[src/rtl/sfx_scheduler.sv]
// Fixed-priority, preemptive arbiter that routes four sound-effect sources onto one
// synthesizer channel and times each note's audible window and trailing silent gap.
module sfx_scheduler #(
    parameter int unsigned CLK_HZ = 100000000,
    parameter int unsigned DUR_MS = 150,
    parameter int unsigned GAP_MS = 20
) (
    input  logic        i_clk,
    input  logic        i_rst,
    input  logic [3:0]  i_req,
    input  logic [47:0] i_req_freq,
    output logic [11:0] o_syn_freq,
    output logic        o_syn_signal,
    output logic        o_busy,
    output logic [1:0]  o_active_id,
    output logic        o_dropped
);
    localparam int unsigned TICK = CLK_HZ / 1000;
    localparam int unsigned PW   = (TICK > 1) ? $clog2(TICK) : 1;

    typedef enum logic [1:0] {StIdle, StStart, StPlay, StGap} state_e;

    state_e        r_state;
    state_e        w_next_state;
    logic [3:0]    r_pending;
    logic [11:0]   r_freq [4];
    logic [1:0]    r_active_id;
    logic [11:0]   r_syn_freq;
    logic [PW-1:0] r_pre;
    logic [15:0]   r_ms;
    logic          r_dropped;

    logic [3:0] w_req_valid;
    logic [3:0] w_req_zero;
    logic [3:0] w_grant_mask;
    logic [1:0] w_win_id;
    logic       w_any_pend;
    logic       w_preempt;
    logic       w_tick;
    logic       w_dur_done;
    logic       w_gap_done;
    logic       w_grant;
    logic       w_clr_cnt;
    logic       w_note_end;

    always_comb begin
        w_req_valid = '0;
        w_req_zero  = '0;
        for (int i = 0; i < 4; i++) begin
            w_req_valid[i] = i_req[i] && (i_req_freq[12*i +: 12] != 12'd0);
            w_req_zero[i]  = i_req[i] && (i_req_freq[12*i +: 12] == 12'd0);
        end
    end

    // Ascending scan: the highest pending index is the last one written.
    always_comb begin
        w_win_id = 2'd0;
        for (int i = 0; i < 4; i++) begin
            if (r_pending[i]) w_win_id = 2'(i);
        end
    end

    assign w_any_pend   = |r_pending;
    assign w_preempt    = w_any_pend && (w_win_id > r_active_id);
    assign w_tick       = (r_pre == PW'(TICK - 1));
    assign w_dur_done   = w_tick && (r_ms == 16'(DUR_MS - 1));
    assign w_gap_done   = w_tick && (r_ms == 16'(GAP_MS - 1));
    assign w_grant_mask = 4'(w_grant) << w_win_id;

    always_comb begin
        w_next_state = r_state;
        w_grant      = 1'b0;
        w_clr_cnt    = 1'b0;
        w_note_end   = 1'b0;
        unique case (r_state)
            StIdle: begin
                w_clr_cnt = 1'b1;
                if (w_any_pend) begin
                    w_grant      = 1'b1;
                    w_next_state = StStart;
                end
            end
            StStart: begin
                w_clr_cnt    = 1'b1;
                w_next_state = StPlay;
            end
            StPlay: begin
                if (w_preempt) begin
                    w_grant      = 1'b1;
                    w_next_state = StStart;
                end else if (w_dur_done) begin
                    w_note_end   = 1'b1;
                    w_clr_cnt    = 1'b1;
                    w_next_state = (GAP_MS == 0) ? StIdle : StGap;
                end
            end
            StGap: begin
                if (w_preempt) begin
                    w_grant      = 1'b1;
                    w_next_state = StStart;
                end else if (w_gap_done) begin
                    w_next_state = StIdle;
                end
            end
            default: w_next_state = StIdle;
        endcase
    end

    always_ff @(posedge i_clk) begin
        if (i_rst) begin
            r_state     <= StIdle;
            r_pending   <= '0;
            r_active_id <= '0;
            r_syn_freq  <= '0;
            r_pre       <= '0;
            r_ms        <= '0;
            r_dropped   <= 1'b0;
            for (int i = 0; i < 4; i++) r_freq[i] <= '0;
        end else begin
            r_state   <= w_next_state;
            r_dropped <= |w_req_zero;
            // Set is applied after clear so a request colliding with its own grant survives.
            r_pending <= (r_pending & ~w_grant_mask) | w_req_valid;
            for (int i = 0; i < 4; i++) begin
                if (w_req_valid[i]) r_freq[i] <= i_req_freq[12*i +: 12];
            end
            if (w_grant) begin
                r_active_id <= w_win_id;
                r_syn_freq  <= r_freq[w_win_id];
            end else if (w_note_end) begin
                r_syn_freq <= '0;
            end
            if (w_clr_cnt) begin
                r_pre <= '0;
                r_ms  <= '0;
            end else if (w_tick) begin
                r_pre <= '0;
                r_ms  <= r_ms + 16'd1;
            end else begin
                r_pre <= r_pre + PW'(1);
            end
        end
    end

    assign o_syn_freq   = r_syn_freq;
    assign o_syn_signal = (r_state == StStart);
    assign o_busy       = (r_state != StIdle);
    assign o_active_id  = r_active_id;
    assign o_dropped    = r_dropped;
endmodule

[config.mk]
export PLATFORM = sky130hd
export DESIGN_NAME = sfx_scheduler
export DESIGN_NICKNAME = d
export VERILOG_FILES = /design/src/rtl/sfx_scheduler.sv
export SDC_FILE = /design/constraint.sdc
export NUM_CORES = 1
export LEC_CHECK = 0
export CAP_MARGIN = 20
export CORE_MARGIN = 4
export CORE_UTILIZATION = 50
export CTS_BUF_LIST = sky130_fd_sc_hd__clkbuf_2 sky130_fd_sc_hd__clkbuf_4 sky130_fd_sc_hd__clkbuf_8
export DETAILED_ROUTE_END_ITERATION = 8
export HOLD_SLACK_MARGIN = 0.12
export PLACE_DENSITY = 0.71
export SYNTH_ARGS = -nofsm -noshare
export SYNTH_HDL_FRONTEND = slang
export SYNTH_SLANG_ARGS = --single-unit
[constraint.sdc]
create_clock -name i_clk -period 4.9 [get_ports i_clk]
set_clock_uncertainty 0.05 [all_clocks]
set_input_delay 0.98 -clock i_clk [delete_from_list [all_inputs] [get_ports i_clk]]
set_output_delay 0.98 -clock i_clk [all_outputs]
set_load 0.02 [all_outputs]
-- After elaboration in Yosys (flattened, before gate mapping)
Memory sizes are Yosys's and may differ from the RTL's.
Index checks and enable logic that the tools add are counted.
- register bits after elaboration: 54
- bits in writable memories: 48
- input bits: 54
- output and inout port bits: 17
- word-level logic and storage cells: 93
- memories kept: 1
- memories (memory ; depth ; bits a word ; rd ports ; clocked after memory_dff ; write ports ; line ; RTL):
    r_freq ; 4 ; 12 ; 1 ; 0 ; 4 ; 26 ; logic [11:0] r_freq [4];
- add/subtract/negate cells: 2
- order comparisons: 1
- equality and inequality tests: 9
- shift operators: 1
- mux-type cells: 36
- bitwise operators: 7
- reduce and logical (&&, ||, !) cells: 29
- operator list (cell ; count):
    2-to-1 mux 12 bit ; 6
    zero test 12 bit ; 4
    nonzero test 12 bit ; 4
    2-to-1 mux 1 bit ; 20
    adder 17 x 1 -> 17 bit (second input constant) ; 1
    == test 17 bit (second input constant) ; 1
    adder 16 x 1 -> 16 bit (second input constant) ; 1
    == test 16 x 5 -> 1 bit (second input constant) ; 1
    == test 16 x 8 -> 1 bit (second input constant) ; 1
    2-to-1 mux 2 bit ; 7
    logical AND 1 bit ; 11
    one-hot mux 2 bit (4 select lines) ; 1
    OR reduction 4 bit ; 2
    inequality test 3 bit (second input constant) ; 2
    OR reduction 2 bit ; 3
    bitwise AND 4 bit ; 1
    == test 2 bit (second input constant) ; 2
    NOT 4 bit ; 1
    bitwise OR 1 bit ; 4
    bitwise OR 4 bit ; 1
    one-hot mux 1 bit (2 select lines) ; 2
    nonzero test 2 bit ; 2
    << shifter 1 x 2 -> 4 bit ; 1
    AND reduction 3 bit ; 1
    other kinds (5) ; 5

-- Longest topological paths before layout
- word-level depth: 11
- mapped depth: 11
- mapped depth without buffers: 8

-- Worst setup path before layout
No wires, ideal clock.
- path kind: reg2reg
- start point: register r_pending[1]
- end point: register r_syn_freq[10], in the netlist o_syn_freq[10]
- setup time: 60 ps
- data arrival time: 2367 ps
- required time: 4790 ps
- path slack: 2424 ps
- stages on the path, launching flop included: 11
- buffers on the path: 3
- period minus slack after synthesis: 2476 ps
- path through: dfxtp_1 buf_2 buf_1 a21oi_1 ha_1 nand2_1 o211ai_1 and2_1 nor3_1 clkbuf_1 a22o_1
- longest elaborated chain between the ends: 8
- elaborated cells between the ends (all ways): 14
- classes of those cells: order compare: 1; mux: 9; reduce/logical: 3; memory: 1
- ends and longest elaborated chain (element ; line ; RTL):
    start, declared ; 25 ; logic [3:0] r_pending;
    start signal, assigned ; 123 ; r_pending <= (r_pending & ~w_grant_mask) | w_req_valid;
    2-to-1 mux 1 bit ; 59 ; if (r_pending[i]) w_win_id = 2'(i);
    2-to-1 mux 2 bit (2 in a row) ; 59 ;
    > comparator 2 bit ; 64 ; assign w_preempt = w_any_pend && (w_win_id > r_active_id);
    logical AND 1 bit ; 64 ;
    2-to-1 mux 1 bit (on tied branches) ; 88, 98 ;
    one-hot mux 1 bit (2 select lines) or 2-to-1 mux 1 bit (tied branches) ; 75 ; unique case (r_state)
    2-to-1 mux 12 bit or nonzero test 2 bit (tied branches) ; n/a ;
    end signal, assigned ; 129 ; r_syn_freq <= r_freq[w_win_id];
    end, declared ; 28 ; logic [11:0] r_syn_freq;
Parallel ways exist; a longest one is shown, timed or not.
A chain may end at the register's enable or synchronous reset.

-- Worst setup path after layout
- start point: register r_pending[2]
- end point: register r_syn_freq[9], in the netlist o_syn_freq[9]
- longest elaborated chain between the ends: 7
- elaborated cells between the ends (all ways): 13
- classes of those cells: order compare: 1; mux: 8; reduce/logical: 3; memory: 1
- ends and longest elaborated chain (element ; line):
    2-to-1 mux 2 bit (2 in a row) ; 59
    > comparator 2 bit ; 64
    logical AND 1 bit ; 64
    2-to-1 mux 1 bit (on tied branches) ; 88, 98
    one-hot mux 1 bit (2 select lines) or 2-to-1 mux 1 bit (tied branches) ; 75
    2-to-1 mux 12 bit or nonzero test 2 bit (tied branches) ; n/a
Parallel ways exist; a longest one is shown, timed or not.

==> qor.csv <==
metric,value,unit
setup_violations,0,
max-cap-violations,0,
cts_max_level,3,
grt_pass1_vias,3298,
status,"finished, final reports clean",
synth_edf_count,48,
hold_buffers,0,
clkSlewWorstSetupHoldPaths,0.09,ns
num_vias,3439,
dr.pass1.iters,4,
place.gp.congestion,0.819,
use_met2,29.2,%
slew_headroom,39.7,%
finalSetupTns,0,ns
yosysSeqAreaShare,53.6,%
dieArea,0.0110,mm^2
hold-path-cell-count,1,
synth_area,0.00471,mm^2
busiest_layer,met2,
yosysTopAreaCell,edfxtp_1,
yosysTopAreaCellShare,30.6,%
grt_pass1_wl,15800,um
synth_ff_type,dfxtp_1,
drt_iter0_drc,141,
start_util,51.2,%
rsz0062_at_grt,false,
yosys_warnings,0,
cts_setup_buffers,0,
hpwl,7340,um
grt_use_met3,3.09,%
post-route-min-period,3.13,ns
cts.path.max_buffers,2,
antenna_left,0,
critical_path.startpoint_type,register,
cts-root-buf,clkbuf_8,
slew_viol_final,0,
reg2reg_slack,1.77,ns
syn-instance-count,461,
drc,0,
layout-drive-gt1-share,5.70,%
final.fill_count,758,
syn_to_final_growth,19.9,%
port_buffers,70,
grtUsageTotal,17.9,%
leakage,1.95,nW
r2r_cells,7,
wl_per_cell,15.1,um
ios,71,
antenna_cells,0,
die_w,105,um
p_per_area,323,mW/mm^2
period_share,63.9,%
grt_antenna_before_repair,0,
syn-num-nets,520,
max_freq,319,MHz
die_h,105,um
hold_class,reg -> reg,
ys_seq_elements,102,
hp-start,r_pre[0],
core,0.00920,mm^2
required,5.16,ns
worst_slew_pin_slew,0.905,ns
critical_path.max_fanout,27,
placed_cell_area,0.00545,mm^2
ir_worst_vdd,0.000135,V
synth_area_leaders,"edfxtp_1 31%, dfxtp_1 23%, and2_1 6.5%",
synthDistinctLibCells,47,
endpoint_kind,register,
crit_type,reg -> reg,
cts_sinks,102,
clk_latency,0.36,ns
arrival,3.39,ns
cts_tree,yes,
cts_buffers,9,
use_met1,24.0,%
gr-total-overflow,0,
avgSynthCellArea,10.2,um^2
wirelength,9600,um
r2r_end,o_syn_freq[9],
regToRegStartpoint,r_pending[2],
rows,35,
hold_viol_final,0,
vias_per_cell,5.40,
grt_max_degree,29,
holdPathEnd,r_pre[0],
design_area,0.00565,mm^2
nNetsFinal,580,
ctsResizeCount,0,
synthArstFlopShare,0,%
[critical path, stage by stage (launching register included)]
cell and delay (ns):
dfxtp_1 0.85, or2_1 0.31, ha_1 0.29, nor2b_1 0.15, o211ai_1 0.18, a21oi_1 0.18
a311oi_2 0.81, a22o_1 0.26
[cell type report]
| class | instances | area, um^2 | share of cell area, % |
|---|---|---|---|
| Tap cell | 111 | 139 | 2.46 |
| Inverter | 9 | 33.8 | 0.598 |
| Multi-Input combinational cell | 328 | 2040 | 36.2 |
| Clock buffer | 10 | 131 | 2.33 |
| Sequential cell | 102 | 2520 | 44.7 |
| Timing Repair Buffer | 71 | 706 | 12.5 |
| Clock inverter | 6 | 68.8 | 1.22 |
[worst max path at each step]
stage,from,end,cells after the start
after detailed placement,r_pending[3],o_syn_freq[9],7
after global placement,i_rst,o_syn_freq[6],3
after CTS,r_pending[3],o_syn_freq[9],7
final,r_pending[2],o_syn_freq[9],7
after floorplan,r_pending[1],o_syn_freq[10],10
after global routing,r_pending[3],o_syn_freq[4],7
[sequential cells by signal, summed over array words and instances (netlist names)]
signal and flops:
o_active_id 2, o_dropped 1, o_syn_freq 12, r_freq 48, r_ms 16, r_pending 4, r_pre 17, r_state 2
[synth_stat cells, drive strengths merged (2+ instances only)]
| library cell | n |
|---|---|
| nor2 | 59 |
| dfxtp | 54 |
| and2 | 49 |
| edfxtp | 48 |
| nand2 | 28 |
| a21oi | 20 |
| nor4 | 20 |
| xnor2 | 19 |
| clkbuf | 15 |
| o21ai | 15 |
| nand3 | 14 |
| nand4 | 14 |
| mux2i | 13 |
| a22o | 12 |
| nor3 | 11 |
| xor2 | 11 |
| inv | 9 |
| buf | 7 |
| and3 | 6 |
| ha | 5 |
| nand2b | 5 |
| or2 | 4 |
| nor2b | 3 |
| o31ai | 3 |
| a211oi | 2 |
| and4 | 2 |
| and4bb | 2 |
| nor4b | 2 |
| or3 | 2 |
[cell families (layout without fill, tap and decap cells)]
logic type / count (synthesis) / count (layout) / share of synthesized area, %
adders and majority gates: 5 / 5 / 1.33
muxes: 13 / 13 / 2.76
AOI/OAI and AO/OA: 57 / 57 / 8.02
DFF: 102 / 102 / 53.6
buffers and inverters: 31 / 96 / 3.03
and+or+nand+nor: 223 / 223 / 25.7
xor gates and xnor gates: 30 / 30 / 5.58
[cell usage in the layout, fill, tap and decap left out, types with 11 or more instances in the layout]
master           instances
a22o_1                  12
nor2_1                  59
xnor2_1                 19
clkdlybuf4s50_1         70
nand4_1                 13
xor2_1                  11
dfxtp_1                 54
mux2i_1                 13
nand3_1                 14
a21oi_1                 20
nor4_1                  20
o21ai_0                 15
nand2_1                 28
and2_1                  49
edfxtp_1                48
[stage by stage]
step                      hold WS (ns)  std cells  setup slack, ns  utilization [%]  total power [mW]
after floorplan                  0.380        461             2.42                -              1.18
after global placement           0.396        620             1.64             59.2              1.30
after detailed placement         0.402        621             1.83             59.2              1.31
after CTS                        0.424        637             1.79             61.4              1.84
after global routing             0.457        637             1.53             61.4              1.91
final                            0.429        637             1.77             61.4              1.83
[metal layers]
layer  vias to the layer above  share of wire, %
li1                       1753                 -
met1                      1607                47
met2                        68                48
met3                        11               3.8
met4                         0               1.4
met5                         -                 0
[power breakdown]
group | internal (mW) | leakage, nW | switching (mW)
Clock | 0.246 | 0.101 | 0.294
Combinational | 0.141 | 0.899 | 0.151
Sequential | 0.951 | 0.954 | 0.0429
Note: power is estimated with default switching activity, not from simulation.
